--- src/rtl/floppy_step_ctrl.sv ---
`default_nettype none
// floppy_step_ctrl: STEP/DIR sequencer for one floppy voice, reversing at the track limits.
// Rev 1.0. Optional homing sequence (reset and home_req) enabled by defining FLOPPY_HOME_EN.
module floppy_step_ctrl #(
  parameter int SP_W        = 22,
  parameter int MAX_TRACK   = 79,
  parameter int PULSE_CLKS  = 50,
  parameter int HOME_PERIOD = 150000
) (
  input  logic            clk,
  input  logic            rst_n,
  input  logic [SP_W-1:0] setpoint,
  input  logic            enable,
  input  logic            home_req,
  output logic            step,
  output logic            dir,
  output logic [6:0]      track,
  output logic            homing
);

  localparam int HP_W  = $clog2(HOME_PERIOD + 1);
  localparam int CNT_W = (SP_W > HP_W) ? SP_W : HP_W;

  localparam logic [CNT_W-1:0] MIN_PER   = CNT_W'(2 * PULSE_CLKS);
  localparam logic [CNT_W-1:0] PULSE_END = CNT_W'(PULSE_CLKS - 1);
  localparam logic [6:0]       TOP       = 7'(MAX_TRACK);

  typedef enum logic [1:0] {
    S_IDLE  = 2'd0,
    S_PLAY  = 2'd1,
    S_PULSE = 2'd2
`ifdef FLOPPY_HOME_EN
    , S_HOME = 2'd3
`endif
  } state_t;

  state_t           state_q, state_d;
  logic [CNT_W-1:0] cnt_q, cnt_d;
  logic [SP_W-1:0]  sp_q, sp_d;
  logic [6:0]       track_q, track_d;
  logic             dir_q, dir_d;

  logic [CNT_W-1:0] w_sp_ext;
  logic [CNT_W-1:0] w_per_last;
  logic             w_play_ok;
  logic [6:0]       w_next_track;

  assign w_sp_ext     = CNT_W'(sp_q);
  assign w_per_last   = ((w_sp_ext > MIN_PER) ? w_sp_ext : MIN_PER) - CNT_W'(1);
  assign w_play_ok    = enable && (setpoint != '0);
  assign w_next_track = dir_q ? (track_q + 7'd1) : (track_q - 7'd1);

`ifdef FLOPPY_HOME_EN
  localparam logic [CNT_W-1:0] HOME_LAST    = CNT_W'(HOME_PERIOD - 1);
  localparam logic [CNT_W-1:0] HOME_STEP_ON = CNT_W'(HOME_PERIOD - PULSE_CLKS);

  logic [6:0] hcnt_q, hcnt_d;
  logic       hpend_q, hpend_d;
  logic       w_go_home;
`else
  logic unused_home_req;
  assign unused_home_req = home_req;
`endif

  always_comb begin
    state_d = state_q;
    cnt_d   = cnt_q;
    sp_d    = sp_q;
    track_d = track_q;
    dir_d   = dir_q;
`ifdef FLOPPY_HOME_EN
    hcnt_d    = hcnt_q;
    hpend_d   = hpend_q;
    w_go_home = 1'b0;
`endif
    unique case (state_q)
      S_IDLE: begin
        cnt_d = '0;
`ifdef FLOPPY_HOME_EN
        if (home_req) begin
          w_go_home = 1'b1;
        end else
`endif
        if (w_play_ok) begin
          state_d = S_PLAY;
          sp_d    = setpoint;
        end
      end
      S_PLAY: begin
        cnt_d = cnt_q + CNT_W'(1);
`ifdef FLOPPY_HOME_EN
        if (home_req) begin
          w_go_home = 1'b1;
        end else
`endif
        if (!w_play_ok) begin
          state_d = S_IDLE;
          cnt_d   = '0;
        end else if (cnt_q == w_per_last) begin
          // Period boundary: the only point where a new setpoint is taken.
          state_d = S_PULSE;
          cnt_d   = '0;
          sp_d    = setpoint;
          track_d = w_next_track;
          if (w_next_track == TOP) begin
            dir_d = 1'b0;
          end else if (w_next_track == 7'd0) begin
            dir_d = 1'b1;
          end
        end
      end
      S_PULSE: begin
        cnt_d = cnt_q + CNT_W'(1);
`ifdef FLOPPY_HOME_EN
        if (home_req) begin
          hpend_d = 1'b1;
        end
`endif
        if (cnt_q == PULSE_END) begin
`ifdef FLOPPY_HOME_EN
          if (hpend_q || home_req) begin
            w_go_home = 1'b1;
          end else
`endif
          if (!w_play_ok) begin
            state_d = S_IDLE;
            cnt_d   = '0;
          end else begin
            state_d = S_PLAY;
          end
        end
      end
`ifdef FLOPPY_HOME_EN
      S_HOME: begin
        cnt_d = cnt_q + CNT_W'(1);
        if (cnt_q == HOME_LAST) begin
          cnt_d = '0;
          if (hcnt_q == TOP) begin
            state_d = S_IDLE;
            dir_d   = 1'b1;
            hcnt_d  = '0;
          end else begin
            hcnt_d = hcnt_q + 7'd1;
          end
        end
      end
`endif
      default: begin
        state_d = S_IDLE;
        cnt_d   = '0;
      end
    endcase
`ifdef FLOPPY_HOME_EN
    if (w_go_home) begin
      state_d = S_HOME;
      cnt_d   = '0;
      track_d = '0;
      dir_d   = 1'b0;
      hcnt_d  = '0;
      hpend_d = 1'b0;
    end
`endif
  end

  always_ff @(posedge clk or negedge rst_n) begin
    if (!rst_n) begin
`ifdef FLOPPY_HOME_EN
      state_q <= S_HOME;
      dir_q   <= 1'b0;
`else
      state_q <= S_IDLE;
      dir_q   <= 1'b1;
`endif
      cnt_q   <= '0;
      sp_q    <= '0;
      track_q <= '0;
    end else begin
      state_q <= state_d;
      dir_q   <= dir_d;
      cnt_q   <= cnt_d;
      sp_q    <= sp_d;
      track_q <= track_d;
    end
  end

`ifdef FLOPPY_HOME_EN
  always_ff @(posedge clk or negedge rst_n) begin
    if (!rst_n) begin
      hcnt_q  <= '0;
      hpend_q <= 1'b0;
    end else begin
      hcnt_q  <= hcnt_d;
      hpend_q <= hpend_d;
    end
  end
`endif

  // Outputs decode straight from state, so an async reset drops step at once.
  always_comb begin
    step   = (state_q == S_PULSE);
    homing = 1'b0;
`ifdef FLOPPY_HOME_EN
    if ((state_q == S_HOME) && (cnt_q >= HOME_STEP_ON)) begin
      step = 1'b1;
    end
    homing = (state_q == S_HOME);
`endif
  end

  assign dir   = dir_q;
  assign track = track_q;

endmodule
`default_nettype wire

--- config.mk ---
export PLATFORM = sky130hd
export DESIGN_NAME = floppy_step_ctrl
export DESIGN_NICKNAME = d
export VERILOG_FILES = /design/src/rtl/floppy_step_ctrl.sv
export SDC_FILE = /design/constraint.sdc
export NUM_CORES = 1
export LEC_CHECK = 0
export CORE_UTILIZATION = 64
export DETAILED_ROUTE_END_ITERATION = 10
export GPL_TIMING_DRIVEN = 1
export PLACE_DENSITY = 0.95
export SLEW_MARGIN = 10
export SYNTH_ARGS = -nofsm -noshare
export SYNTH_HDL_FRONTEND = slang
export SYNTH_SLANG_ARGS = --single-unit
--- constraint.sdc ---
create_clock -name clk -period 10.1 [get_ports clk]
set_input_delay 1.01 -clock clk [delete_from_list [all_inputs] [get_ports clk]]
set_output_delay 1.01 -clock clk [all_outputs]
set_load 0.1 [all_outputs]
# ---- Word-level counts from Yosys, hierarchy flattened
# Index checks and enable logic that the tools add are counted.
dict set report word_totals {
  reg_bits 54
  input_bits 26
  output_inout_bits 10
  word_cells 49
}
dict set report op_classes {
  addsub 4
  magnitude_cmp 1
  n_eq_ne 10
  mux 19
  n_reduce_logical 10
}
# operator count
set ops {}
lappend ops {{$mux W22} 8}
lappend ops {{$pmux W22 S2} 2}
lappend ops {{$add A22 B1 Y22 const B} 1}
lappend ops {{$eq A22 B22 Y1} 1}
lappend ops {{$eq A22 B6 Y1 const B} 1}
lappend ops {{$gt A22 B7 Y1 const B} 1}
lappend ops {{$reduce_bool A22 Y1} 1}
lappend ops {{$sub A22 B1 Y22 const B} 1}
lappend ops {{$mux W2} 4}
lappend ops {{$reduce_and A4 Y1} 2}
lappend ops {{$add A7 B1 Y7 const B} 1}
lappend ops {{$eq A7 B7 Y1 const B} 1}
lappend ops {{$logic_not A7 Y1} 1}
lappend ops {{$mux W7} 1}
lappend ops {{$sub A7 B1 Y7 const B} 1}
lappend ops {{$ne A2 B2 Y1 const B} 3}
lappend ops {{$pmux W2 S3} 1}
lappend ops {{$reduce_and A3 Y1} 2}
lappend ops {{$reduce_bool A2 Y1} 2}
lappend ops {{$mux W1} 3}
lappend ops {{$ne A3 B3 Y1 const B} 1}
lappend ops {{$eq A2 B1 Y1 const B} 1}
lappend ops {{$eq A2 B2 Y1 const B} 1}
lappend ops {{$logic_not A2 Y1} 1}
lappend ops {{other kinds (2)} 2}

# ---- Depth between registers and ports, before layout
# Gate-level depths: netlist of run 1.
dict set report depth {
  ltp_word 7
  depth_mapped 16
  ltp_nobuf 13
}

# ---- Worst setup path after synthesis of run 1
# OpenSTA, ideal clock, no wires.
dict set report synth_path {
  kind {reg-to-reg}
  from {register sp_q[15]}
  to {register track_q[1] (netlist: track[1])}
  setup_time_ns 0.126
  t_arrival_ns 4.275
  required_time_ns 9.974
  setup_slack_ns 5.699
  stages_incl_launch_ff 16
  path_cell_list {dfrtp_1 > buf_2 > or4_4 > nor4_4 > nand2b_1 > nand2_1 > ha_1 > or4b_2 > nor3_1 > nand3_1 > o22ai_1 > a41oi_1 > or4_4 > nor3_2 > buf_4 > mux2_2}
}
dict set report synth_via {
  elab_chain_len 5
}
# item line_no
set synth_rtl {}
lappend synth_rtl {{start: declaration} 39} ;# logic [SP_W-1:0] sp_q, sp_d;
lappend synth_rtl {{start signal: assignment} 181} ;# sp_q <= sp_d;
lappend synth_rtl {{$gt A22 B7 Y1} 49} ;# assign w_per_last = ((w_sp_ext > MIN_PER) ? w_sp_ext : MIN_PER) - CNT_W'(1);
lappend synth_rtl {{$mux W22 *} 49}
lappend synth_rtl {{$sub A22 B1 Y22 *} 49}
lappend synth_rtl {{$eq A22 B22 Y1 *} 99} ;# end else if (cnt_q == w_per_last) begin
lappend synth_rtl {{$reduce_and A3 Y1 (no source line) *} -}
lappend synth_rtl {{end signal: assignment} 182} ;# track_q <= track_d;
lappend synth_rtl {{end: declaration} 40} ;# logic [6:0] track_q, track_d;
# Every way passes the cells marked *; elsewhere a longest branch is shown, timed or not.
# A chain may end at the register's enable or synchronous reset.

# ---- Worst setup path after layout of run 1
dict set report layout_path {
  from {register sp_q[15]}
  to {register sp_q[7]}
}
dict set report layout_via {
  elab_chain_len 6
}
# item line_no
set layout_rtl {}
lappend layout_rtl {{$gt A22 B7 Y1} 49}
lappend layout_rtl {{$mux W22 *} 49}
lappend layout_rtl {{$sub A22 B1 Y22 *} 49}
lappend layout_rtl {{$eq A22 B22 Y1 *} 99}
lappend layout_rtl {{$ne A2 B2 Y1 (no source line) *} -}
lappend layout_rtl {{$reduce_and A4 Y1 (no source line) *} -}
# Marked as above.

==> results.cfg, run 1 <==
[status]
status = completed

[worst_setup_path]
end_kind = register
cp.arrival_ns = 5.95
start_kind = register
slowest_delay_ns = 0.69
crit_chain = or4_4, nor4_4, nand2b_1, nand2_1, ha_1, nor4b_1, nand4_1, o31a_1, nor4b_1, o32ai_1, or4b_4, nor3_2, buf_4, o21ai_0
criticalPathCategory = reg -> reg
cp.required_ns = 10.29
worst-r2r-setup-slack_ns = 4.35
crit_slowest_cell = or4b_4
crit_top_cell = nor4b_1
timing.critical_path.fanout_max = 29

[grt]
grt_pass1_vias = 3762
grt_pass1_wl_mm = 17.8
grtUsageTotal_pct = 30.6
gr-total-overflow = 0
antenna_found_initial = 0
grt_max_degree = 55

[floorplan]
rows = 29
coreArea_um2 = 6490
initial_core_util_pct = 67.7
die_w_um = 84.9
die_h_um = 84.9
dieArea_um2 = 7210
ios = 36

[detailed_routing]
vias_per_cell = 6.77
vias = 4097
routedWlPerCell_um = 17.7
ant_nets = 0
routed_wl_mm = 10.7
dr.pass1.iters = 7
drc = 0
drt_iter0_drc = 295

[place]
dp_hpwl_mm = 7.71
io_buffers = 33
finalWeightedCongestion = 0.951

[finish]
num_antenna_cells = 0
drive_gt1_share_pct = 5.68
fillerInstances = 497
syn2layout_area_growth_pct = 7.11
layout_commonest_cell = dfrtp_1
post-route-util_pct = 72.5
layout.nets = 568
mostFrequentLayoutCells = dfrtp_1, nand2_1, nor2_1, nand3_1, clkdlybuf4s50_1

[timing]
finalSetupViolations = 0
tns_ns = 0
worst_pin_slew_ns = 0.982
period_share_pct = 57.0
finalCriticalPeriod_ns = 5.75
rsz0062_at_grt = no
slew_violations = 0
finalClockSkew_ns = 0.00650
relSlewSlack_pct = 34.4
final_hold_viol_count = 0
fmax_ghz = 0.174

[clock_network]
cts_resized = 0
cts_max_path_buffers = 2
post_cts_buffers = 0
cts_sinks = 54
cts.clk_slew.worst_paths_ns = 0.10
cts_made_buffers = 5
cts_htree_levels = 2
cts-root-buf = clkbuf_8
clock_latency_ns = 0.32
cts_hold_buf = 0
cts_tree = yes

[synthesis]
synth_cell_types = 67
ys_async_sr_fraction_pct = 100
avgSynthCellArea_um2 = 8.36
yosysWarnings = 0
ys_seq_area_share_pct = 30.7
syn_inst = 526
ys.flop_type = dfrtp_1
ys_seq_elements = 54
syn_nets = 567
synth_edf_count = 0
syn_area_um2 = 4400

[pwr]
p_switching_mw = 0.420
intPower_mw = 0.493
power_switching_share_pct = 46.0
clkPwrFrac_pct = 13.3
combPwrFrac_pct = 47.9
p_seq_share_pct = 38.8
pwr_density_cell_nw_per_um2 = 194
power.leakage_nw = 1.80
worst_ir_drop_vdd_mv = 0.159

[worst_hold_path]
min_path_type = reg -> reg

[flow_run]
maxCapViolations = 0
-- area by class of cell --
class	instances	area (um^2)	area share, %
flip-flops and latches	54	1350	28.7
clock buffers	8	80.1	1.70
well taps	77	96.3	2.04
repair buffers	36	348	7.38
inverters	19	71.3	1.51
multi-input cells	411	2760	58.7
-- final timing paths --
path,startpoint,endpoint,cells after the start
min in group asynchronous,rst_n,sp_q[1],2
setup / recovery,sp_q[15],sp_q[7],14
setup reg to reg,sp_q[15],sp_q[7],14
max in group asynchronous,rst_n,cnt_q[19],2
hold / removal,track[2],track[2],1
hold reg to reg,track[2],track[2],1
-- cells in the mapped netlist, types with 3 or more instances --
library cell / n / area share (%)
dfrtp_1: 53 / 30
nand2_1: 51 / 4.4
nor2_1: 42 / 3.6
nand3_1: 33 / 3.8
clkbuf_1: 30 / 2.6
o21ai_0: 25 / 2.8
nand4b_1: 24 / 4.8
o31a_1: 23 / 4.6
xnor2_1: 23 / 4.6
xor2_1: 22 / 4.4
inv_1: 19 / 1.6
nor4_1: 18 / 2.6
ha_1: 14 / 4.0
nand4_1: 14 / 2.0
a21oi_1: 12 / 1.4
o21ai_1: 9 / 1.0
nor3_1: 8 / 0.91
or3_1: 7 / 1.0
buf_6: 6 / 1.5
mux2_2: 6 / 1.5
or4_1: 6 / 1.0
a31oi_1: 5 / 0.71
and4_1: 4 / 0.80
nand2b_1: 4 / 0.57
o211ai_1: 4 / 0.68
a21o_1: 3 / 0.51
and2_1: 3 / 0.43
nor3b_1: 3 / 0.51
nor4b_1: 3 / 0.60
o22ai_1: 3 / 0.43
o31ai_1: 3 / 0.51
-- power by group through the flow --
stage	clock (mW)	sequential [mW]	combinational, mW
finish	0.121	0.354	0.438
detailed placement	0	0.353	0.425
global placement	0	0.351	0.403
CTS	0.120	0.350	0.427
floorplan	0	0.300	0.387
global route	0.130	0.361	0.481
-- metal layers --
layer	global-route usage [%]	vias to the layer above	share of wire [%]
met4	9.55	0	2.3
met1	41.2	1979	44
li1	-	1939	-
met2	50.7	149	48
met5	0	-	0
met3	5.35	30	5.1
-- cells by family after synthesis --
| family | synth area share [%] |
|---|---|
| other | 0.0852 |
| muxes | 1.76 |
| and+or+nand+nor | 30.5 |
| adders and majority gates | 4.44 |
| buffers and inverters | 6.48 |
| xor gates and xnor gates | 8.96 |
| AOI/OAI and AO/OA | 17.1 |
| DFF | 30.7 |
-- flip-flops by register name, summed over array words and instances, names as in the netlist --
register  count
dir           1
sp_q         22
track         7
state_q       2
cnt_q        22
-- worst max-delay path: cells and delay by family (launching register included) --
kind | cells | cell delay (ns)
compound gates | 3 | 0.64
buf+inv | 1 | 0.35
fa+ha+maj | 1 | 0.25
flops | 1 | 0.51
simple gates | 9 | 3.87
-- metrics by stage --
stage | instances | power, mW | setup WS [ns] | instance area (um^2) | hold slack, ns
after global placement | 597 | 0.754 | 4.63 | 4630 | 0.527
after floorplan | 526 | 0.687 | 5.70 | 4400 | 0.510
final | 605 | 0.913 | 4.35 | 4710 | 0.565
after CTS | 605 | 0.897 | 4.46 | 4710 | 0.560
after global routing | 605 | 0.972 | 4.09 | 4710 | 0.585
after detailed placement | 597 | 0.778 | 4.53 | 4630 | 0.536
(Power assumes the default switching activity.)
==> run 2, diff against run 1 <==
--- a/config.mk
+++ b/config.mk
@@ -5,10 +5,10 @@
 export SDC_FILE = /design/constraint.sdc
 export NUM_CORES = 1
 export LEC_CHECK = 0
-export CORE_UTILIZATION = 64
+export CORE_UTILIZATION = 54
 export DETAILED_ROUTE_END_ITERATION = 10
 export GPL_TIMING_DRIVEN = 1
-export PLACE_DENSITY = 0.95
+export PLACE_DENSITY = 0.9
 export SLEW_MARGIN = 10
 export SYNTH_ARGS = -nofsm -noshare
 export SYNTH_HDL_FRONTEND = slang
==> constraint.sdc (replaced) <==
create_clock -name clk -period 4.67 [get_ports clk]
set_input_delay 0.467 -clock clk [delete_from_list [all_inputs] [get_ports clk]]
set_output_delay 0.467 -clock clk [all_outputs]
set_load 0.1 [all_outputs]
==> run 2 against run 1 <==
Register-to-register slack got worse by 4.2 ns; highest routed layer unchanged; largest cell class unchanged; global-route usage fell by 3.0 points; die area rose by 18%; fmax rose by 27%; sequential share of layout area fell by 1.5 points; wire length rose by 2.5%; hold slack got worse by 0.31 ns; power rose by 140%.
==> results.cfg, run 2 (synthesized netlist as in run 1, its figures left out) <==
[grt]
grt_pass1_wl_mm = 19.0
grtUsageTotal_pct = 27.6
grt.busiest_layer = met2
grt_pass1_vias = 4051
antenna_found_initial = 0
gr-usage-met3_pct = 4.06
grt_max_degree = 55
gr-total-overflow = 0
use_met1_pct = 36.1
met2_usage_pct = 46.1

[floorplan]
rows = 32
ios = 36
initial_core_util_pct = 56.3
coreArea_um2 = 7810
die_h_um = 92.3
die_w_um = 92.3
dieArea_um2 = 8510

[detailed_routing]
drt_iter0_drc = 389
drc = 0
ant_nets = 0
routed_wl_mm = 11.0
routedWlPerCell_um = 16.9
vias = 4172
vias_per_cell = 6.42
dr.pass1.iters = 5

[pwr]
worst_ir_drop_vdd_mv = 0.467
power.leakage_nw = 1.92
combPwrFrac_pct = 53.0
p_switching_mw = 0.951
pwr_density_cell_nw_per_um2 = 433
clkPwrFrac_pct = 14.8
p_seq_share_pct = 32.2
intPower_mw = 1.20
power_switching_share_pct = 44.1

[worst_setup_path]
ff2ff_path_depth = 15
cp.required_ns = 4.88
crit_path_end = cnt_q[5]
worst-r2r-setup-slack_ns = 0.14
worstReg2RegEnd = cnt_q[5]
crit_slowest_cell = or4b_2
timing.critical_path.fanout_max = 22
crit_chain = or4_4, nor4_4, nand2b_1, nand2_1, ha_1, or4b_2, o21ai_2, a21oi_1, nor3_1, o211ai_1, or4b_4, buf_4, o31ai_4, buf_12, nor2_1
startpoint = sp_q[16]
end_kind = register
rr_startpoint = sp_q[16]
criticalPathCategory = reg -> reg
slowest_delay_ns = 0.68
start_kind = register
cp.arrival_ns = 4.74

[timing]
finalCriticalPeriod_ns = 4.53
final_hold_viol_count = 0
tns_ns = 0
finalClockSkew_ns = 0.0105
relSlewSlack_pct = 34.7
slew_violations = 0
worst_hold_slack_ns = 0.252
worst_pin_slew_ns = 0.977
period_share_pct = 97.0
finalSetupViolations = 0
fmax_ghz = 0.221

[clock_network]
cts_max_path_buffers = 2
cts-root-buf = clkbuf_8
post_cts_buffers = 0
cts_made_buffers = 5
cts.clk_slew.worst_paths_ns = 0.09
clock_latency_ns = 0.32
cts_tree = yes
cts_htree_levels = 2
cts_sinks = 54
cts_hold_buf = 0

[flow_run]
maxCapViolations = 0

[finish]
layout_commonest_cell = dfrtp_1
drive_gt1_share_pct = 10.0
num_antenna_cells = 0
layout.nets = 588
post-route-util_pct = 63.7
mostFrequentLayoutCells = dfrtp_1, nand2_1, nor2_1, nand3_1, clkdlybuf4s50_1
syn2layout_area_growth_pct = 13.0
fillerInstances = 636

[place]
finalWeightedCongestion = 0.941
io_buffers = 33
dp_hpwl_mm = 8.01

[worst_hold_path]
min_path_type = in -> async

[status]
status = completed
-- run 2: worst max-delay path: cells and delay by family (launching register included) --
family	cells	cell delay [ns]
flops	1	0.39
compound gates	4	0.66
simple gates	8	2.75
buf+inv	2	0.44
fa+ha+maj	1	0.19
-- run 2: area by class of cell --
class / instances / area, um^2 / area share [%]
well taps: 102 / 128 / 2.57
multi-input cells: 411 / 2790 / 56.0
flip-flops and latches: 54 / 1350 / 27.2
clock buffers: 6 / 72.6 / 1.46
repair buffers: 56 / 523 / 10.5
inverters: 19 / 71.3 / 1.44
clock inverters: 2 / 37.5 / 0.755
-- run 2: worst min path at each step --
| stage | endpoint | slack [ns] | cells past startpoint |
|---|---|---|---|
| 6_report | sp_q[2] | 0.25 | 2 |
| 3_5_place_dp | track[3] | 0.53 | 1 |
| 3_3_place_gp | track[3] | 0.53 | 1 |
| 4_1_cts | sp_q[3] | 0.30 | 2 |
| 5_1_grt | sp_q[2] | 0.33 | 2 |
| 2_1_floorplan | cnt_q[0] | 0.17 | 0 |
-- run 2: power by group through the flow --
stage	Combinational, mW	Sequential [mW]	Clock (mW)
final	1.14	0.693	0.319
after global routing	1.26	0.706	0.341
after CTS	1.11	0.681	0.324
after detailed placement	1.10	0.690	0
after global placement	1.05	0.680	0
after floorplan	0.836	0.649	0
-- run 2: routing by layer --
layer | routed length, um | part of all wire (%) | vias to the layer above
li1 | - | - | 1977
met2 | 5470 | 50 | 192
met4 | 236 | 2.1 | 0
met3 | 684 | 6.2 | 24
met1 | 4610 | 42 | 1979
met5 | 0 | 0 | -
-- run 2: timing repair --
action | 4_1_cts | 5_1_grt
hold endpoints to repair | 0 | 0
resized for setup | 0 | 5
endpoints found under the setup margin | 0 | 53
-- run 2: through the flow --
stage,area [um^2],setup WS [ns],power (mW),instances
floorplan,4400,0.269,1.49,526
global placement,4840,0.248,1.73,642
detailed placement,4840,0.141,1.79,642
CTS,4950,0.124,2.11,650
global route,4970,-0.0129,2.30,650
finish,4970,0.139,2.15,650
==> run 3, diff against run 2 <==
--- a/config.mk
+++ b/config.mk
@@ -9,6 +9,7 @@
 export DETAILED_ROUTE_END_ITERATION = 10
 export GPL_TIMING_DRIVEN = 1
 export PLACE_DENSITY = 0.9
+export REMOVE_ABC_BUFFERS = 1
 export SLEW_MARGIN = 10
 export SYNTH_ARGS = -nofsm -noshare
 export SYNTH_HDL_FRONTEND = slang
==> run 3 against run 2 <==
Clock power rose by 5%; final cell count fell by 0.31%; fmax rose by 2.1%; power fell by 0.78%; critical path depth did not move; sequential power rose by 0.7%; non-clock buffer count fell by 2; critical path type unchanged; critical endpoint is now cnt_q[7].
==> results.cfg, run 3 (synthesized netlist as in run 1, its figures left out) <==
[grt]
grt_pass1_vias = 4017
use_met1_pct = 33.5
antenna_found_initial = 0
grt.busiest_layer = met2
met2_usage_pct = 46.1
grt_max_degree = 55
gr-usage-met3_pct = 3.73
gr-total-overflow = 0
grtUsageTotal_pct = 26.3
grt_pass1_wl_mm = 18.2

[finish]
mostFrequentLayoutCells = dfrtp_1, nand2_1, nor2_1, nand3_1, clkdlybuf4s50_1
num_antenna_cells = 0
fillerInstances = 624
layout_commonest_cell = dfrtp_1
drive_gt1_share_pct = 9.71
final_cells = 648
seqCellArea_um2 = 1350
layout.nets = 586
syn2layout_area_growth_pct = 12.7
multi_input_area_um2 = 2780

[timing]
period_share_pct = 95.1
worst_pin_slew_ns = 0.985
fmax_ghz = 0.225
slew_violations = 0
finalClockSkew_ns = 0.0236
finalSetupViolations = 0
tns_ns = 0
finalCriticalPeriod_ns = 4.44
relSlewSlack_pct = 34.2
final_hold_viol_count = 0
rsz0062_at_grt = no

[worst_hold_path]
min_path_type = in -> async

[detailed_routing]
vias = 4191
routedWlPerCell_um = 16.6
vias_per_cell = 6.47
drc = 0
ant_nets = 0
dr.pass1.iters = 6
drt_iter0_drc = 312
routed_wl_mm = 10.8

[worst_setup_path]
worstReg2RegEnd = cnt_q[7]
cp.required_ns = 4.87
start_kind = register
ff2ff_path_depth = 15
criticalPathCategory = reg -> reg
end_kind = register
worst-r2r-setup-slack_ns = 0.23
timing.critical_path.fanout_max = 28
slowest_delay_ns = 0.60
crit_slowest_cell = or4_1
critical-path-top-delay-family = simple AND/OR/NAND/NOR gates
crit_chain = or4_1, nor4_4, nand2b_1, nand2_1, ha_1, nor4b_2, nand4_1, o31a_1, nor4b_1, o32ai_1, or4b_4, buf_4, o31ai_4, buf_12, nor2_1
path_buf_inv = 2
cp.arrival_ns = 4.64
rr_startpoint = sp_q[20]

[pwr]
pwr_density_cell_nw_per_um2 = 431
worst_ir_drop_vdd_mv = 0.183
power.leakage_nw = 1.93

[floorplan]
rows = 32
ios = 36
die_w_um = 92.3
dieArea_um2 = 8510
die_h_um = 92.3
coreArea_um2 = 7810
initial_core_util_pct = 56.3

[clock_network]
cts_made_buffers = 5
cts_sinks = 54
cts_htree_levels = 2
cts_tree = yes
cts_max_path_buffers = 2
clock_latency_ns = 0.32
cts.clk_slew.worst_paths_ns = 0.09
cts-root-buf = clkbuf_8
post_cts_buffers = 0

[place]
dp_cells = 640
io_buffers = 33
finalWeightedCongestion = 0.894
dp_hpwl_mm = 7.98

[flow_run]
maxCapViolations = 0

[status]
status = completed
## run 3: changes by cell type in the layout (fill, tap and decap cells not counted)
cell / delta
buf_4: -3
buf_6: +1
clkbuf_1: -1
clkbuf_8: +1
clkinvlp_4: -1
inv_6: +1
nor3_2: +1
nor3_4: -1
o21ai_1: +1
o21ai_2: -1
## run 3: power breakdown
part	switching, mW	internal (mW)
logic	0.633	0.470
registers	0.135	0.562
clock network	0.159	0.177
## run 3: final cells by class
| class | instances | area share [%] |
|---|---|---|
| sequential | 54 | 27.3 |
| tap | 102 | 2.57 |
| inverter | 19 | 1.44 |
| timing repair buffer | 54 | 10.3 |
| clock buffer | 6 | 1.66 |
| clock inverter | 2 | 0.782 |
| multi-input combinational | 411 | 56.0 |
## run 3: per-stage QoR
| step | setup WS, ns | hold WS (ns) | cell area, um^2 | power, mW | util (%) |
|---|---|---|---|---|---|
| after floorplan | -0.521 | 0.171 | 4190 | 1.43 | - |
| after global placement | 0.174 | 0.532 | 4820 | 1.72 | 61.7 |
| after detailed placement | 0.120 | 0.535 | 4820 | 1.77 | 61.7 |
| after CTS | 0.102 | 0.293 | 4940 | 2.11 | 63.3 |
| after global routing | 0.00370 | 0.324 | 4960 | 2.28 | 63.5 |
| final | 0.231 | 0.268 | 4960 | 2.14 | 63.5 |
## run 3: timing repair
item                                    in CTS  in global routing
resized for setup                            0                  4
endpoints found under the setup margin       0                 47
hold buffers                                 0                  0
## run 3: how the worst max path moves through the flow
| stage | start | to | slack, ns | cells past startpoint |
|---|---|---|---|---|
| floorplan | sp_q[16] | track[1] | -0.52 | 13 |
| global placement | sp_q[16] | sp_q[8] | 0.17 | 15 |
| detailed placement | sp_q[20] | sp_q[1] | 0.12 | 15 |
| CTS | sp_q[20] | sp_q[1] | 0.10 | 15 |
| global route | sp_q[20] | sp_q[1] | 0.004 | 15 |
| finish | sp_q[20] | cnt_q[7] | 0.23 | 15 |
## run 3: layer usage
metal | part of all wire [%] | up-vias
met5 | 0 | -
met4 | 2.2 | 0
met3 | 5.9 | 24
met2 | 48 | 172
met1 | 44 | 2021
li1 | - | 1974
